`src/rtl/imu_spi_seq.sv`:
```
// IMU SPI sequencer: power-up wait, three init writes, then
// INT-driven yaw-rate low/high reads into a 16-bit sample.
module imu_spi_seq #(
  parameter int          WAIT_W    = 16,
  parameter logic [15:0] CMD_INIT0 = 16'h0D02,
  parameter logic [15:0] CMD_INIT1 = 16'h1160,
  parameter logic [15:0] CMD_INIT2 = 16'h1440,
  parameter logic [15:0] CMD_RDL   = 16'hA600,
  parameter logic [15:0] CMD_RDH   = 16'hA700
) (
  input  logic        clk,
  input  logic        rst,
  input  logic        INT,
  input  logic        done,
  input  logic [15:0] resp,
  output logic        snd,
  output logic [15:0] cmd,
  output logic [15:0] yaw_rt,
  output logic        vld,
  output logic        init_done,
  output logic        busy
);

  typedef enum logic [2:0] {
    WAIT_PWR,
    INIT0,
    INIT1,
    INIT2,
    IDLE,
    RD_L,
    RD_H
  } state_t;

  state_t            state, state_n;
  logic [WAIT_W-1:0] wcnt, wcnt_n;
  logic              snd_n;
  logic [15:0]       cmd_n;
  logic [15:0]       yaw_n;
  logic [7:0]        low, low_n;
  logic              vld_n;
  logic              init_n;
  logic              int_s1, int_s;
  logic              done_q;
  logic              cmpl;
  logic              acc;
  logic              resp_unused;

  assign resp_unused = ^resp[15:8];
  assign cmpl = done & ~done_q;
  // completion only counts in the wait phase, never in the issue cycle
  assign acc  = cmpl & ~snd;
  assign busy = (state != IDLE);

  always_ff @(posedge clk or posedge rst) begin
    if (rst) begin
      state     <= WAIT_PWR;
      wcnt      <= '0;
      snd       <= 1'b0;
      cmd       <= 16'h0000;
      yaw_rt    <= 16'h0000;
      low       <= 8'h00;
      vld       <= 1'b0;
      init_done <= 1'b0;
      int_s1    <= 1'b0;
      int_s     <= 1'b0;
      done_q    <= 1'b0;
    end else begin
      state     <= state_n;
      wcnt      <= wcnt_n;
      snd       <= snd_n;
      cmd       <= cmd_n;
      yaw_rt    <= yaw_n;
      low       <= low_n;
      vld       <= vld_n;
      init_done <= init_n;
      int_s1    <= INT;
      int_s     <= int_s1;
      done_q    <= done;
    end
  end

  always_comb begin
    state_n = state;
    wcnt_n  = wcnt;
    snd_n   = 1'b0;
    cmd_n   = cmd;
    yaw_n   = yaw_rt;
    low_n   = low;
    vld_n   = 1'b0;
    init_n  = init_done;
    unique case (state)
      WAIT_PWR: begin
        wcnt_n = wcnt + WAIT_W'(1);
        if (&wcnt) begin
          state_n = INIT0;
          snd_n   = 1'b1;
          cmd_n   = CMD_INIT0;
        end
      end
      INIT0: if (acc) begin
        state_n = INIT1;
        snd_n   = 1'b1;
        cmd_n   = CMD_INIT1;
      end
      INIT1: if (acc) begin
        state_n = INIT2;
        snd_n   = 1'b1;
        cmd_n   = CMD_INIT2;
      end
      INIT2: if (acc) begin
        state_n = IDLE;
        init_n  = 1'b1;
      end
      IDLE: if (int_s) begin
        state_n = RD_L;
        snd_n   = 1'b1;
        cmd_n   = CMD_RDL;
      end
      RD_L: if (acc) begin
        low_n   = resp[7:0];
        state_n = RD_H;
        snd_n   = 1'b1;
        cmd_n   = CMD_RDH;
      end
      RD_H: if (acc) begin
        yaw_n   = {resp[7:0], low};
        vld_n   = 1'b1;
        state_n = IDLE;
      end
      default: state_n = WAIT_PWR;
    endcase
  end

endmodule
```
`config.mk`:
```
export PLATFORM = sky130hd
export DESIGN_NAME = imu_spi_seq
export DESIGN_NICKNAME = d
export VERILOG_FILES = /design/src/rtl/imu_spi_seq.sv
export SDC_FILE = /design/constraint.sdc
export NUM_CORES = 1
export LEC_CHECK = 0
export ABC_AREA = 1
export CAP_MARGIN = 20
export CORE_MARGIN = 5
export CORE_UTILIZATION = 50
export CTS_CLUSTER_DIAMETER = 120
export DETAILED_ROUTE_END_ITERATION = 7
export GPL_TIMING_DRIVEN = 0
export HOLD_SLACK_MARGIN = 0.08
export PLACE_DENSITY_LB_ADDON = 0.08
export SYNTH_ARGS = -nofsm -noshare
export SYNTH_HDL_FRONTEND = slang
export SYNTH_SLANG_ARGS = --single-unit
```
`constraint.sdc`:
```
create_clock -name clk -period 1.9 [get_ports clk]
set_clock_uncertainty 0.1 [all_clocks]
set_input_delay 0.285 -clock clk [delete_from_list [all_inputs] [get_ports clk]]
set_output_delay 0.285 -clock clk [all_outputs]
set_load 0.1 [all_outputs]
```
==> metrics.yaml <==
critical-path-max-stage-delay_ns: 0.82
insertedDiodeCount: 0
final_cells: 407
timing.critical_path.required_ns: 1.51
max-vdd-ir-drop_v: 0.000287
grt_setup_unrepaired: "false"
num-nets-final: 360
vias_in_the_first_global_route: 1805
drt_first_iter_violations: 102
globalRouteTotalUtil_pct: 16.8
post_route_cells_drive_above_1_share_pct: 22.4
tns_ns: 0
syn_avg_cell_area_um2: 8.88
design.portCount: 56
multi_input_logic_area_um2: 961
hp_class: "in2async"
cp_num_cells: 1
worstPathArrival_ns: 1.47
cts.reportedPaths.clkPinSlew_ns: 0.09
fillerInstances: 441
die_h_um: 81.2
hold_viol: 0
synth_sequential_area_ratio_pct: 54.4
layout.area.seq_mm2: 0.00138
worstRegToRegCells: 8
crit_path_end_kind: "output port"
tritoncts_num_sinks: 55
ys.warnings.count: 0
overall_power_consumption_w: 0.00197
slowest_stage: "clkdlybuf4s15_1"
clock_path_buffers: 2
die-area_mm2: 0.00659
grt_first_pass_wirelength_um: 8280
dp_hpwl_um: 3650
drt.antenna.violating_nets: 0
placementRows: 25
r2r_end: "wcnt[15]"
globalRouteOverflowTotal: 0
timing.critical_path.buf_inv: 1
yosys_most_used_dff: "dfrtp_1"
hold_buffers: 0
final_period_minus_worst_setup_slack_ns: 1.85
io_buffer_count: 41
number_of_instances_in_the_synthesized_netlist: 285
htree_levels: 2
cts_root_buf: "clkbuf_8"
setup_cp_type: "reg2out"
vias: 1918
timing.critical_path.cells: "clkdlybuf4s15_1"
slew-limit-headroom_pct: 36.7
gp_congestion: 0.835
number_of_antenna_violations_at_the_first_check_in_global_routing: 0
detail_route.first_pass.iterations: 4
die_w_um: 81.2
number_of_enable_type_register_cells_in_the_synthesized_netlist: 0
initial_core_util_pct: 52.5
cts_inserted_buffers: 5
worst-slew-pin-transition_ns: 0.953
cellPowerDensity_mw_per_mm2: 636
cts_tree: "yes"
crit_fanout: 2
finalCritPeriodShare_pct: 97.6
drv.max_cap_violation_count: 0
detail_route.vias_per_cell: 4.71
floorplan.core_area_mm2: 0.00482
largest_net_degree_at_the_start_of_global_routing: 33
timing_max_transition_violations_final: 0
finalWirelength_um: 4980
run_status: "finished clean"
rr_startpoint: "state[0]"
cellLeakagePower_nw: 1.56
async_reset_ff_share_pct: 100
synthesis.area_mm2: 0.00253
r2r_slack_ns: 0.19
critPathLaunchType: "register"
ys_seq_elements: 55
max_freq_mhz: 539
place.detailed.instances: 399
worst_skew_pair_latency_ns: 0.31
area_delta_synth_final_pct: 22.1
number_of_distinct_library_cells_after_synthesis: 28
post_drt_wl_per_cell_um: 12.2
report.final.setup_viol: 0
post-route-drc-count: 0
timing.critical_path.max_delay_family: "buffers and inverters"
[state kept, by name (all words and copies together) (netlist names)]
name and flops:
int_s 1, init_done 1, low 8, wcnt 16, cmd 6, yaw_rt 16
state 3, int_s1 1, vld 1, snd 1, done_q 1
[per-stage QoR]
step / instance area [um2] / setup WS [ns] / hold slack [ns] / utilization [%]
2_1_floorplan: 2550 / 0.00241 / 0.216 / -
3_3_place_gp: 3040 / -0.806 / 0.239 / 63.2
3_5_place_dp: 3060 / -0.344 / 0.235 / 63.6
4_1_cts: 3170 / -0.112 / 0.232 / 65.9
5_1_grt: 3090 / 0.000157 / 0.256 / 64.2
6_report: 3090 / 0.0452 / 0.223 / 64.2
[synth_stat cells (5+ instances only)]
library cell / count / area, um2
xor2_1: 5 / 43.8
o21ai_2: 6 / 52.6
nand2_1: 99 / 372
nor2_2: 6 / 37.5
nor2_1: 12 / 45.0
xnor2_1: 6 / 52.6
nand3_1: 19 / 95.1
o21ai_0: 6 / 30.0
inv_1: 25 / 93.8
buf_4: 12 / 90.1
dfrtp_1: 55 / 1380
nand4_1: 6 / 37.5
[cell usage in the layout (no fill, tap or decap), types with 2 or more instances in the layout]
cell,Yosys,final
o21bai_1,2,2
nor3_1,3,3
nand4_1,6,6
xnor2_1,6,6
clkdlybuf4s15_1,0,2
nand2_2,3,3
nor2_1,12,12
buf_4,12,12
nor2_4,3,3
clkbuf_2,0,16
nand3_1,19,19
inv_2,2,3
o21ai_0,6,6
conb_1,1,6
clkbuf_8,0,6
o21ai_2,6,6
inv_1,25,24
clkdlybuf4s15_2,0,11
o21ai_1,4,4
nand2_1,99,99
xor2_1,5,5
clkdlybuf4s50_1,0,11
dfrtp_1,55,54
nor2_2,6,6
nand3b_1,2,2
[worst register-to-register path, stage by stage (launching register included)]
cell	delay, ns
dfrtp_1	0.46
nor2_2	0.20
nand2_2	0.17
clkinv_2	0.14
nand3_1	0.09
nor2_2	0.22
nand3_1	0.11
nand2_1	0.08
nand2_1	0.05
[final cells by class]
type | count | share of cell area, %
well taps | 67 | 2.71
plain buffers | 14 | 3.44
multi-input cells | 193 | 31.1
inverters | 28 | 3.44
repair buffers | 42 | 11.7
clock inverters | 1 | 0.283
flip-flops and latches | 55 | 44.6
clock buffers | 7 | 2.79
[metal layers]
layer / GRT usage (%) / share of wire (%)
met2: 27.3 / 47
met3: 3.33 / 5.0
met1: 21.9 / 47
met5: 0 / 0
met4: 7.09 / 1.5
[worst max path at each step]
stage              from        end  slack [ns]
6_report         cmd[8]     cmd[8]        0.05
3_5_place_dp   state[2]       busy       -0.34
5_1_grt          cmd[8]     cmd[8]      0.0002
2_1_floorplan       snd  yaw_rt[2]       0.002
3_3_place_gp        rst    cmd[13]       -0.81
4_1_cts        state[2]       busy       -0.11
[kinds of logic after synthesis]
| kind of cell | after synthesis | share of synthesized area, % |
|---|---|---|
| xor+xnor | 11 | 3.81 |
| compound gates | 20 | 5.49 |
| other cells | 1 | 0.148 |
| flops | 55 | 54.4 |
| buf+inv | 42 | 8.40 |
| simple gates | 155 | 27.3 |
| fa+ha+maj | 1 | 0.494 |
[timing repair]
action                                  in CTS  in global routing
endpoints found under the setup margin      30                 18
buffers inserted                             0                  0
pin swaps                                    0                  0
resized for setup                           71                 21
[report_power, final]
| part | total, W | internal, W | switching (W) | leakage, nW |
|---|---|---|---|---|
| combinational | 0.000120 | 0.0000340 | 0.0000864 | 0.817 |
| sequential | 0.00117 | 0.00117 | 0.000000900 | 0.699 |
| clock | 0.000673 | 0.000300 | 0.000373 | 0.0484 |
No activity file was read; power rests on OpenSTA's default activity.
